--- config.mk ---
export PLATFORM = sky130hd
export DESIGN_NAME = serial_nibble_adder
export DESIGN_NICKNAME = d
export VERILOG_FILES = /design/src/rtl/adder_pkg.sv /design/src/rtl/nibble_adder.sv /design/src/rtl/serial_nibble_adder.sv
export SDC_FILE = /design/constraint.sdc
export NUM_CORES = 1
export LEC_CHECK = 0
export CAP_MARGIN = 0
export CORE_UTILIZATION = 51
export DETAILED_ROUTE_END_ITERATION = 12
export GPL_TIMING_DRIVEN = 0
export HOLD_SLACK_MARGIN = 0.02
export PLACE_DENSITY = 0.83
export SETUP_SLACK_MARGIN = 0.1
export SLEW_MARGIN = 5
export SYNTH_ARGS = -nofsm -noshare
export SYNTH_HDL_FRONTEND = slang
export SYNTH_SLANG_ARGS = --single-unit
--- constraint.sdc ---
create_clock -name clk -period 3.3 [get_ports clk]
set_input_delay 0.66 -clock clk [delete_from_list [all_inputs] [get_ports clk]]
set_output_delay 0.66 -clock clk [all_outputs]
set_load 0.01 [all_outputs]
--- src/rtl/adder_pkg.sv ---
`default_nettype none
// +----------------------------------------------------------------------------
// | adder_pkg
// | Shared constants, FSM state type and helpers for the serial nibble adder.
// | Rev 1.0
// +----------------------------------------------------------------------------
package adder_pkg;

    localparam int NIB_W = 4;

    typedef enum logic [1:0] {
        IDLE = 2'd0,
        RUN  = 2'd1,
        DONE = 2'd2
    } state_t;

    function automatic int nib_count(input int width);
        return width / NIB_W;
    endfunction

endpackage
`default_nettype wire

--- src/rtl/nibble_adder.sv ---
`default_nettype none
// +----------------------------------------------------------------------------
// | nibble_adder
// | Purely combinational 4-bit ripple-carry adder slice.
// | Rev 1.0
// +----------------------------------------------------------------------------
module nibble_adder
    import adder_pkg::*;
(
    input  logic [NIB_W-1:0] a,
    input  logic [NIB_W-1:0] b,
    input  logic             cin,
    output logic [NIB_W-1:0] sum,
    output logic             cout
);

    logic [NIB_W:0] w_c;

    assign w_c[0] = cin;

    generate
        for (genvar i = 0; i < NIB_W; i++) begin : g_bit
            assign sum[i]     = a[i] ^ b[i] ^ w_c[i];
            assign w_c[i + 1] = (a[i] & b[i]) | (w_c[i] & (a[i] ^ b[i]));
        end
    endgenerate

    assign cout = w_c[NIB_W];

endmodule
`default_nettype wire

--- src/rtl/serial_nibble_adder.sv ---
`default_nettype none
// +----------------------------------------------------------------------------
// | serial_nibble_adder
// | WIDTH-bit add/subtract, one nibble per clock through a single 4-bit slice.
// | Rev 1.0
// +----------------------------------------------------------------------------
module serial_nibble_adder
    import adder_pkg::*;
#(
    parameter int WIDTH = 16   // multiple of 4, at least 8
) (
    input  logic             clk,
    input  logic             rst,
    input  logic             in_valid,
    output logic             in_ready,
    input  logic [WIDTH-1:0] a,
    input  logic [WIDTH-1:0] b,
    input  logic             cin,
    input  logic             sub,
    output logic             out_valid,
    input  logic             out_ready,
    output logic [WIDTH-1:0] sum,
    output logic             cout,
    output logic             overflow
);

    localparam int NIB   = nib_count(WIDTH);
    localparam int CNT_W = $clog2(NIB);
    localparam logic [CNT_W-1:0] c_last_cnt = CNT_W'(NIB - 1);

    state_t r_state;
    state_t w_state_nxt;

    logic [WIDTH-1:0]       r_a_sh;
    logic [WIDTH-1:0]       r_b_sh;
    logic [WIDTH-NIB_W-1:0] r_acc;
    logic [WIDTH-1:0]       r_sum;
    logic                   r_carry;
    logic                   r_cout;
    logic                   r_ovf;
    logic                   r_a_msb;
    logic                   r_b_msb;
    logic [CNT_W-1:0]       r_cnt;

    logic [NIB_W-1:0]       w_slice_sum;
    logic                   w_slice_cout;
    logic [WIDTH-1:0]       w_b_eff;
    logic [WIDTH-1:0]       w_res_nxt;
    logic                   w_accept;
    logic                   w_last;

    assign w_b_eff   = sub ? ~b : b;
    assign w_accept  = (r_state == IDLE) && in_valid;
    assign w_last    = (r_state == RUN) && (r_cnt == c_last_cnt);
    // Slice result enters at the top; after NIB shifts the LSB nibble sits at bit 0.
    assign w_res_nxt = {w_slice_sum, r_acc};

    nibble_adder u_slice (
        .a    (r_a_sh[NIB_W-1:0]),
        .b    (r_b_sh[NIB_W-1:0]),
        .cin  (r_carry),
        .sum  (w_slice_sum),
        .cout (w_slice_cout)
    );

    always_ff @(posedge clk) begin
        if (rst) r_state <= IDLE;
        else     r_state <= w_state_nxt;
    end

    always_comb begin
        w_state_nxt = r_state;
        unique case (r_state)
            IDLE:    if (in_valid)  w_state_nxt = RUN;
            RUN:     if (w_last)    w_state_nxt = DONE;
            DONE:    if (out_ready) w_state_nxt = IDLE;
            default: w_state_nxt = IDLE;
        endcase
    end

    always_ff @(posedge clk) begin
        if (rst) begin
            r_a_sh  <= '0;
            r_b_sh  <= '0;
            r_acc   <= '0;
            r_sum   <= '0;
            r_carry <= 1'b0;
            r_cout  <= 1'b0;
            r_ovf   <= 1'b0;
            r_a_msb <= 1'b0;
            r_b_msb <= 1'b0;
            r_cnt   <= '0;
        end else if (w_accept) begin
            r_a_sh  <= a;
            r_b_sh  <= w_b_eff;
            r_carry <= sub ? 1'b1 : cin;
            r_a_msb <= a[WIDTH-1];
            r_b_msb <= w_b_eff[WIDTH-1];
            r_cnt   <= '0;
        end else if (r_state == RUN) begin
            r_a_sh  <= r_a_sh >> NIB_W;
            r_b_sh  <= r_b_sh >> NIB_W;
            r_acc   <= w_res_nxt[WIDTH-1:NIB_W];
            r_carry <= w_slice_cout;
            r_cnt   <= r_cnt + CNT_W'(1);
            // Output registers update only here so they hold through IDLE and RUN.
            if (w_last) begin
                r_sum  <= w_res_nxt;
                r_cout <= w_slice_cout;
                r_ovf  <= (r_a_msb == r_b_msb) && (w_res_nxt[WIDTH-1] != r_a_msb);
            end
        end
    end

    assign in_ready  = (r_state == IDLE);
    assign out_valid = (r_state == DONE);
    assign sum       = r_sum;
    assign cout      = r_cout;
    assign overflow  = r_ovf;

endmodule
`default_nettype wire

### Word level (Yosys, flattened, before mapping)

Index checks and enable logic that the tools add are counted.

* bits in registers: 69
* bits in latches: 0
* memory bits (writable): 0
* memory bits (read-only): 0
* input bits: 38
* output and inout port bits: 20
* word-level logic and storage cells: 63
* memories kept: 0

* $add $sub $neg: 1
* multiply operators: 0
* div/mod/pow operators: 0
* magnitude comparators: 0
* equal/unequal tests: 8
* shift operators: 0
* muxes and demuxes: 12
* bitwise gates (word level): 22
* reductions and logical operators: 9

Operator list (count)
* two-way mux 16 bit: 5
* NOT 16 bit: 1
* bitwise AND 1 bit: 8
* XOR 1 bit: 8
* two-way mux 2 bit: 3
* one-hot mux 2 bit (3 select lines): 1
* AND reduction 3 bit: 2
* == test 2 bit, second input constant: 2
* inequality test 2 bit, second input constant: 2
* OR 1 bit: 4
* logical AND 1 bit: 3
* two-way mux 1 bit: 3
* adder 2 x 1 -> 2 bit, second input constant: 1
* == test 2 x 1 -> 1 bit, second input constant: 1
* zero test 2 bit: 1
* inequality test 2 x 1 -> 1 bit, second input constant: 1
* AND reduction 2 bit: 1
* nonzero test 2 bit: 1
* OR reduction 2 bit: 1
* == test 1 bit: 1
* inequality test 1 bit: 1
* NOT 1 bit: 1

### Longest topological paths before layout

Gate-level depths: netlist (run 1).

* word-level depth: 11
* mapped depth: 9
* gate-level depth less buffers: 9

### Cells and area by module

Synthesis (run 1) repeated with hierarchy kept, for this count alone.

* cells, all modules: 350
* area, all modules: 2972.9 um2

By module, submodules not included
* serial_nibble_adder: times used 1, cells each 336, area an instance 2855.2 um2, seq. area each 1381.3 um2
* nibble_adder: times used 1, cells each 14, area an instance 117.6 um2, seq. area each 0.0 um2

### Worst setup path before layout (run 1)

No wires, ideal clock.

* kind: reg-to-reg
* from: register r_a_sh[0]
* to: register r_ovf, in the netlist overflow
* library setup time: 0.091 ns
* arrival time: 2.355 ns
* data required time: 3.209 ns
* path slack: 0.854 ns
* stages on the path, launching flop included: 10
* path buffers: 0
* period minus slack after synthesis: 2.446 ns
* cells stage by stage: dfxtp_1 > fa_1 > inv_1 > fa_1 > inv_1 > fa_1 > inv_1 > fa_1 > or3_1 > a311oi_1

* word-level cells in the longest chain between the ends: 10
* elaborated cells between the ends (all ways): 11
* classes of those cells: eq/ne: 1; bitwise: 9; reduce/logical: 1

RTL lines
* start, declared: line serial_nibble_adder.sv:34 `logic [WIDTH-1:0] r_a_sh;`
* start signal, assigned: line serial_nibble_adder.sv:101 `r_a_sh <= r_a_sh >> NIB_W;`
* XOR 1 bit: line nibble_adder.sv:24 `assign w_c[i + 1] = (a[i] & b[i]) | (w_c[i] & (a[i] ^ b[i]));`
* bitwise AND 1 bit: line nibble_adder.sv:24
* OR 1 bit *: line nibble_adder.sv:24
* bitwise AND 1 bit *: line nibble_adder.sv:24
* OR 1 bit *: line nibble_adder.sv:24
* bitwise AND 1 bit *: line nibble_adder.sv:24
* OR 1 bit *: line nibble_adder.sv:24
* XOR 1 bit *: line nibble_adder.sv:23 `assign sum[i] = a[i] ^ b[i] ^ w_c[i];`
* inequality test 1 bit *: line serial_nibble_adder.sv:110 `r_ovf <= (r_a_msb == r_b_msb) && (w_res_nxt[WIDTH-1] != r_a_msb);`
* logical AND 1 bit *: line serial_nibble_adder.sv:110
* end signal, assigned: line serial_nibble_adder.sv:110
* end, declared: line serial_nibble_adder.sv:40 `logic r_ovf;`

Every way passes the cells marked *; elsewhere a longest branch is shown, timed or not.
A chain may end at the register's enable or synchronous reset.

### Worst setup path after layout (run 1)

Same ends and word-level chain as after synthesis.

==> reports/metrics.yaml, run 1 <==
syn_inst: 322
startpoint_type: "flop"
fin_crit_ps: 2700
syn_area_per_cell_um2: 8.84
ctsHoldBuffers: 0
yosysMostFrequentCell: "dfxtp_1"
grt.total_usage: 0.241
cts_tree: "yes"
grt_overflow_total: 0
yosys-top-cells-area: "dfxtp_1 49%, nand2_1 7.4%, a21oi_1 5.6%"
place.gp.congestion: 0.811
finalSetupViolCount: 0
dp_hpwl_um: 4700
routed_wl_um: 6460
fillers: 419
placed_area_um2: 3490
postCtsSetupRepairBufs: 0
clockBufferDepth: 2
synth_top_cells_by_count: "69 x dfxtp_1, 56 x nand2_1, 39 x nor2_1"
hold_class: "flop to flop"
numCtsBuffers: 9
synthesis.area_um2: 2850
r2r_start: "r_a_sh[0]$_SDFFE_PP0P_"
async_flop_share: 0
synth_edf_count: 0
seqCellArea_um2: 1380
crit_fanout: 4
cts_resized: 0
synth-seq-cells: 69
skew_ps: 5.41
num_antenna_cells: 0
ys_warn_count: 0
drt_iter0_drc: 92
final-max-slew-violation-count: 0
max_cap_viol_count: 0
peakVddDrop_mv: 0.410
drt-pass1-iter-count: 4
required_ps: 3550
rsz0062_at_grt: "no"
p_comb_frac: 0.132
synth-main-ff-cell: "dfxtp_1"
synth_top_area_share: 0.485
critPathLaunch: "r_a_sh[0]$_SDFFE_PP0P_"
io_pins: 58
die_area_um2: 5890
seqPwrFrac: 0.500
grt_max_degree: 12
internal-power_mw: 1.36
synth_nets: 365
vias: 2487
area_delta_synth_final_pct: 29.1
cts_root_buffer: "clkbuf_8"
worstSetupPathType: "flop to flop"
clk_pin_slew_ps: 70
worst_pin_slew_ps: 637
period_share: 0.820
grt_pass1_wl_um: 11000
yosysTopAreaCell: "dfxtp_1"
outcome: "completed"
final_area_um2: 3680
ys_seq_area_frac: 0.485
antenna_found_initial: 0
arrival_ps: 2960
layout.nets: 431
end_kind: "flop"
ctsHtreeMaxLevel: 3
postRouteAntennaNets: 0
reg2reg_depth: 9
hold_start: "r_acc[0]$_SDFFE_PP0P_"
hold_violations: 0
p_per_area_nw_per_um2: 495
final_util: 0.702
port_buffers: 55
max_slew_margin: 0.574
die_height_um: 76.7
holdPathStages: 2
rows: 26
yosysUniqueCellTypes: 39
die_w_um: 76.7
cellLeakagePower_nw: 1.34
multiInputGateArea_um2: 1310
clockPowerShare: 0.368
cts_sinks: 69
p_switching_uw: 456
fmax_mhz: 370
switching_share: 0.251
via_per_inst: 5.37
drive_gt1_frac: 0.104
wl_per_cell_um: 13.9
post-route-drc-count: 0
clk_latency_ps: 340
initial_utilization: 0.544
final.setup.tns_ps: 0
core_area_um2: 5240
grt_pass1_vias: 2348
worst max-delay path: stages (launching register included):
cell and delay (ps):
dfxtp_1 350, fa_1 420, inv_1 90, fa_1 190
inv_1 60, fa_1 350, inv_1 70, fa_1 480
or3_1 340, a311oi_1 260
per-stage QoR:
stage / cells / power (mW) / hold WS (ps) / setup slack (ps)
finish: 463 / 1.82 / 453 / 595
detailed placement: 447 / 1.16 / 445 / 657
CTS: 463 / 1.82 / 455 / 576
global route: 463 / 1.90 / 482 / 432
floorplan: 322 / 1.07 / 432 / 854
global placement: 447 / 1.15 / 437 / 725
power by group through the flow:
stage                     clock (mW)  sequential (mW)  combinational [mW]
after detailed placement           0            0.927               0.237
final                          0.670            0.910               0.240
after CTS                      0.672            0.909               0.239
after global routing           0.722            0.913               0.264
after floorplan                    0            0.917               0.154
after global placement             0            0.925               0.230
path summary, 6_finish.rpt:
check,endpoint,slack [ps]
setup / recovery,overflow$_SDFFE_PP0P_,600
hold / removal,sum[0]$_SDFFE_PP0P_,450
setup reg to reg,overflow$_SDFFE_PP0P_,600
hold reg to reg,sum[0]$_SDFFE_PP0P_,450
sequential cells by signal, summed over array words and instances, names as in the netlist, 2 cells and up:
name and count:
r_a_sh 16, r_acc 12, r_b_sh 16, r_cnt 2, r_state 2, sum 16
cell type report:
type	instances	area share
plain buffers	26	0.0347
clock buffers	11	0.0384
clock inverters	5	0.0136
inverters	9	0.00919
multi-input cells	218	0.355
flip-flops and latches	69	0.376
well taps	70	0.0238
repair buffers	55	0.150
cell families after synthesis:
kind of cell	count (synthesis)	share of synthesized area
flops	69	0.485
fa+ha+maj	5	0.0325
compound gates	82	0.201
simple gates	113	0.169
buf+inv	35	0.0567
xor+xnor	17	0.0523
mux	1	0.00352
per-layer routing:
| metal | part of all wire | global-route usage | vias to the layer above |
|---|---|---|---|
| li1 | - | - | 1235 |
| met1 | 0.45 | 0.291 | 1168 |
| met2 | 0.50 | 0.406 | 78 |
| met3 | 0.046 | 0.0750 | 6 |
| met4 | 0.0088 | 0.0788 | 0 |
| met5 | 0 | 0 | - |
placed cells by master (no fill, tap or decap), types with 2 or more instances in the layout:
cell type and n:
clkbuf_8 10, clkdlybuf4s50_1 55, a22oi_1 3, fa_1 4, o2bb2ai_1 2, inv_1 9
o22ai_1 11, xnor2_1 13, buf_4 2, clkbuf_1 11, nor3_1 2, a21oi_1 32
xor2_1 4, a221oi_1 2, nand3_1 5, nor2_1 39, a211oi_1 15, nor2b_1 2
nand2b_1 2, buf_2 11, nand2_1 56, clkinv_2 4, dfxtp_1 69, a221o_2 8
a221o_1 4
(Power assumes the default switching activity.)
==> run 2: changes to the inputs <==
- CORE_UTILIZATION: 51 -> 46
- PLACE_DENSITY: 0.83 -> 0.8
- clock period: 3.3 -> 2.43 ns (I/O delays scaled with it)
==> reports/metrics.yaml, run 2 (synthesized netlist as in run 1, its figures left out) <==
layout.nets: 433
period_share: 0.998
max_slew_margin: 0.601
top_usage_layer: "met2"
switching_share: 0.242
p_per_area_nw_per_um2: 671
p_switching_uw: 606
initial_utilization: 0.478
dp_hpwl_um: 4670
crit_fanout: 2
holdWs_ps: 451
rsz0062_at_grt: "yes"
drt_iter0_drc: 121
hold_class: "flop to flop"
finalSetupViolCount: 0
numCtsBuffers: 9
end_kind: "flop"
antenna_found_initial: 0
post-route-drc-count: 0
ctsHtreeMaxLevel: 3
arrival_ps: 2680
area_delta_synth_final_pct: 30.7
r2r_start: "r_carry$_SDFFE_PP0P_"
ctsHoldBuffers: 0
clk_latency_ps: 340
die_area_um2: 6510
postRouteAntennaNets: 0
p_comb_frac: 0.134
seqPwrFrac: 0.495
crit_chain: "fa_2 -> inv_2 -> fa_2 -> inv_2 -> fa_2 -> inv_2 -> fa_2 -> or3_1 -> a311oi_1"
clockBufferDepth: 2
io_pins: 58
cts_sinks: 69
cts_tree: "yes"
max_cap_viol_count: 0
grt.met1_usage: 0.263
skew_ps: 6.39
path_delay_family: "adder cells"
fmax_mhz: 412
drt-pass1-iter-count: 4
place.gp.congestion: 0.781
critPathLaunch: "r_carry$_SDFFE_PP0P_"
grt_max_degree: 11
peakVddDrop_mv: 0.445
final_cell_mix: "68 x dfxtp_1, 56 x nand2_1, 55 x clkdlybuf4s50_1"
worst_pin_slew_ps: 595
die_height_um: 80.7
hold_violations: 0
cellLeakagePower_nw: 1.34
rows: 28
required_ps: 2680
wl_per_cell_um: 13.4
drive_gt1_frac: 0.127
fin_crit_ps: 2430
worstSetupPathType: "flop to flop"
final-max-slew-violation-count: 0
gr-usage-met2: 0.374
num_antenna_cells: 0
outcome: "completed"
worst-path-buf-inv: 3
grt_pass1_vias: 2282
internal-power_mw: 1.89
grt.total_usage: 0.216
grt_pass1_wl_um: 10600
clk_pin_slew_ps: 70
final_common_cell: "dfxtp_1"
vias: 2455
routed_wl_um: 6290
fillers: 507
cpMaxStageDelayCell: "fa_2"
use_met3: 0.0420
core_area_um2: 5960
hold_start: "sum[5]$_SDFFE_PP0P_"
clockPowerShare: 0.371
port_buffers: 55
cts_root_buffer: "clkbuf_8"
die_w_um: 80.7
final.setup.tns_ps: 0
via_per_inst: 5.23
grt_overflow_total: 0
cp_common_cell: "fa_2"
cpPeakStageDelay_ps: 450
startpoint_type: "flop"
## run 2: what timing repair did
| action | in CTS | in global routing |
|---|---|---|
| gates resized for setup | 1 | 3 |
| pin swaps | 3 | 1 |
| buffers inserted | 2 | 0 |
| setup endpoints to repair | 1 | 3 |
## run 2: stage by stage
stage	setup WS, ps	utilization	instances	area (um^2)	power (mW)
after floorplan	36.3	-	322	2860	1.46
final	4.29	0.625	469	3720	2.50
after CTS	-16.9	0.623	469	3710	2.50
after global placement	-31.3	0.588	452	3500	1.57
after detailed placement	-71.0	0.588	452	3500	1.58
after global routing	-104	0.625	469	3720	2.60
## run 2: worst paths after layout
| check | to | cells after the start | slack (ps) |
|---|---|---|---|
| max | overflow$_SDFFE_PP0P_ | 9 | 4 |
| min | sum[5]$_SDFFE_PP0P_ | 2 | 450 |
| max reg2reg | overflow$_SDFFE_PP0P_ | 9 | 4 |
| min reg2reg | sum[5]$_SDFFE_PP0P_ | 2 | 450 |
## run 2: cell type report
class,count,area (um^2),share of cell area
Buffer,26,128,0.0343
Clock buffer,14,163,0.0437
Clock inverter,1,30.0,0.00807
Inverter,9,33.8,0.00908
Multi-Input combinational cell,218,1330,0.356
Sequential cell,69,1380,0.372
Tap cell,75,93.8,0.0252
Timing Repair Buffer,57,566,0.152
## run 2: worst register-to-register path: cells and delay by family (launching register included)
kind	cells	cell delay [ps]
fa+ha+maj	4	1340
simple gates	1	320
compound gates	1	200
flops	1	340
buf+inv	3	160
## run 2: metal layers
| layer | vias to the layer above | routed length (um) |
|---|---|---|
| met3 | 11 | 278 |
| met1 | 1146 | 2760 |
| met5 | - | 0 |
| li1 | 1242 | - |
| met4 | 0 | 94 |
| met2 | 56 | 3160 |
## run 2: power groups by stage
stage                     logic [mW]  clock network [mW]  registers [mW]
after global placement         0.314                   0            1.26
after global routing           0.371               0.986            1.24
after detailed placement       0.321                   0            1.26
final                          0.336               0.927            1.24
after floorplan                0.212                   0            1.25
after CTS                      0.331               0.935            1.24
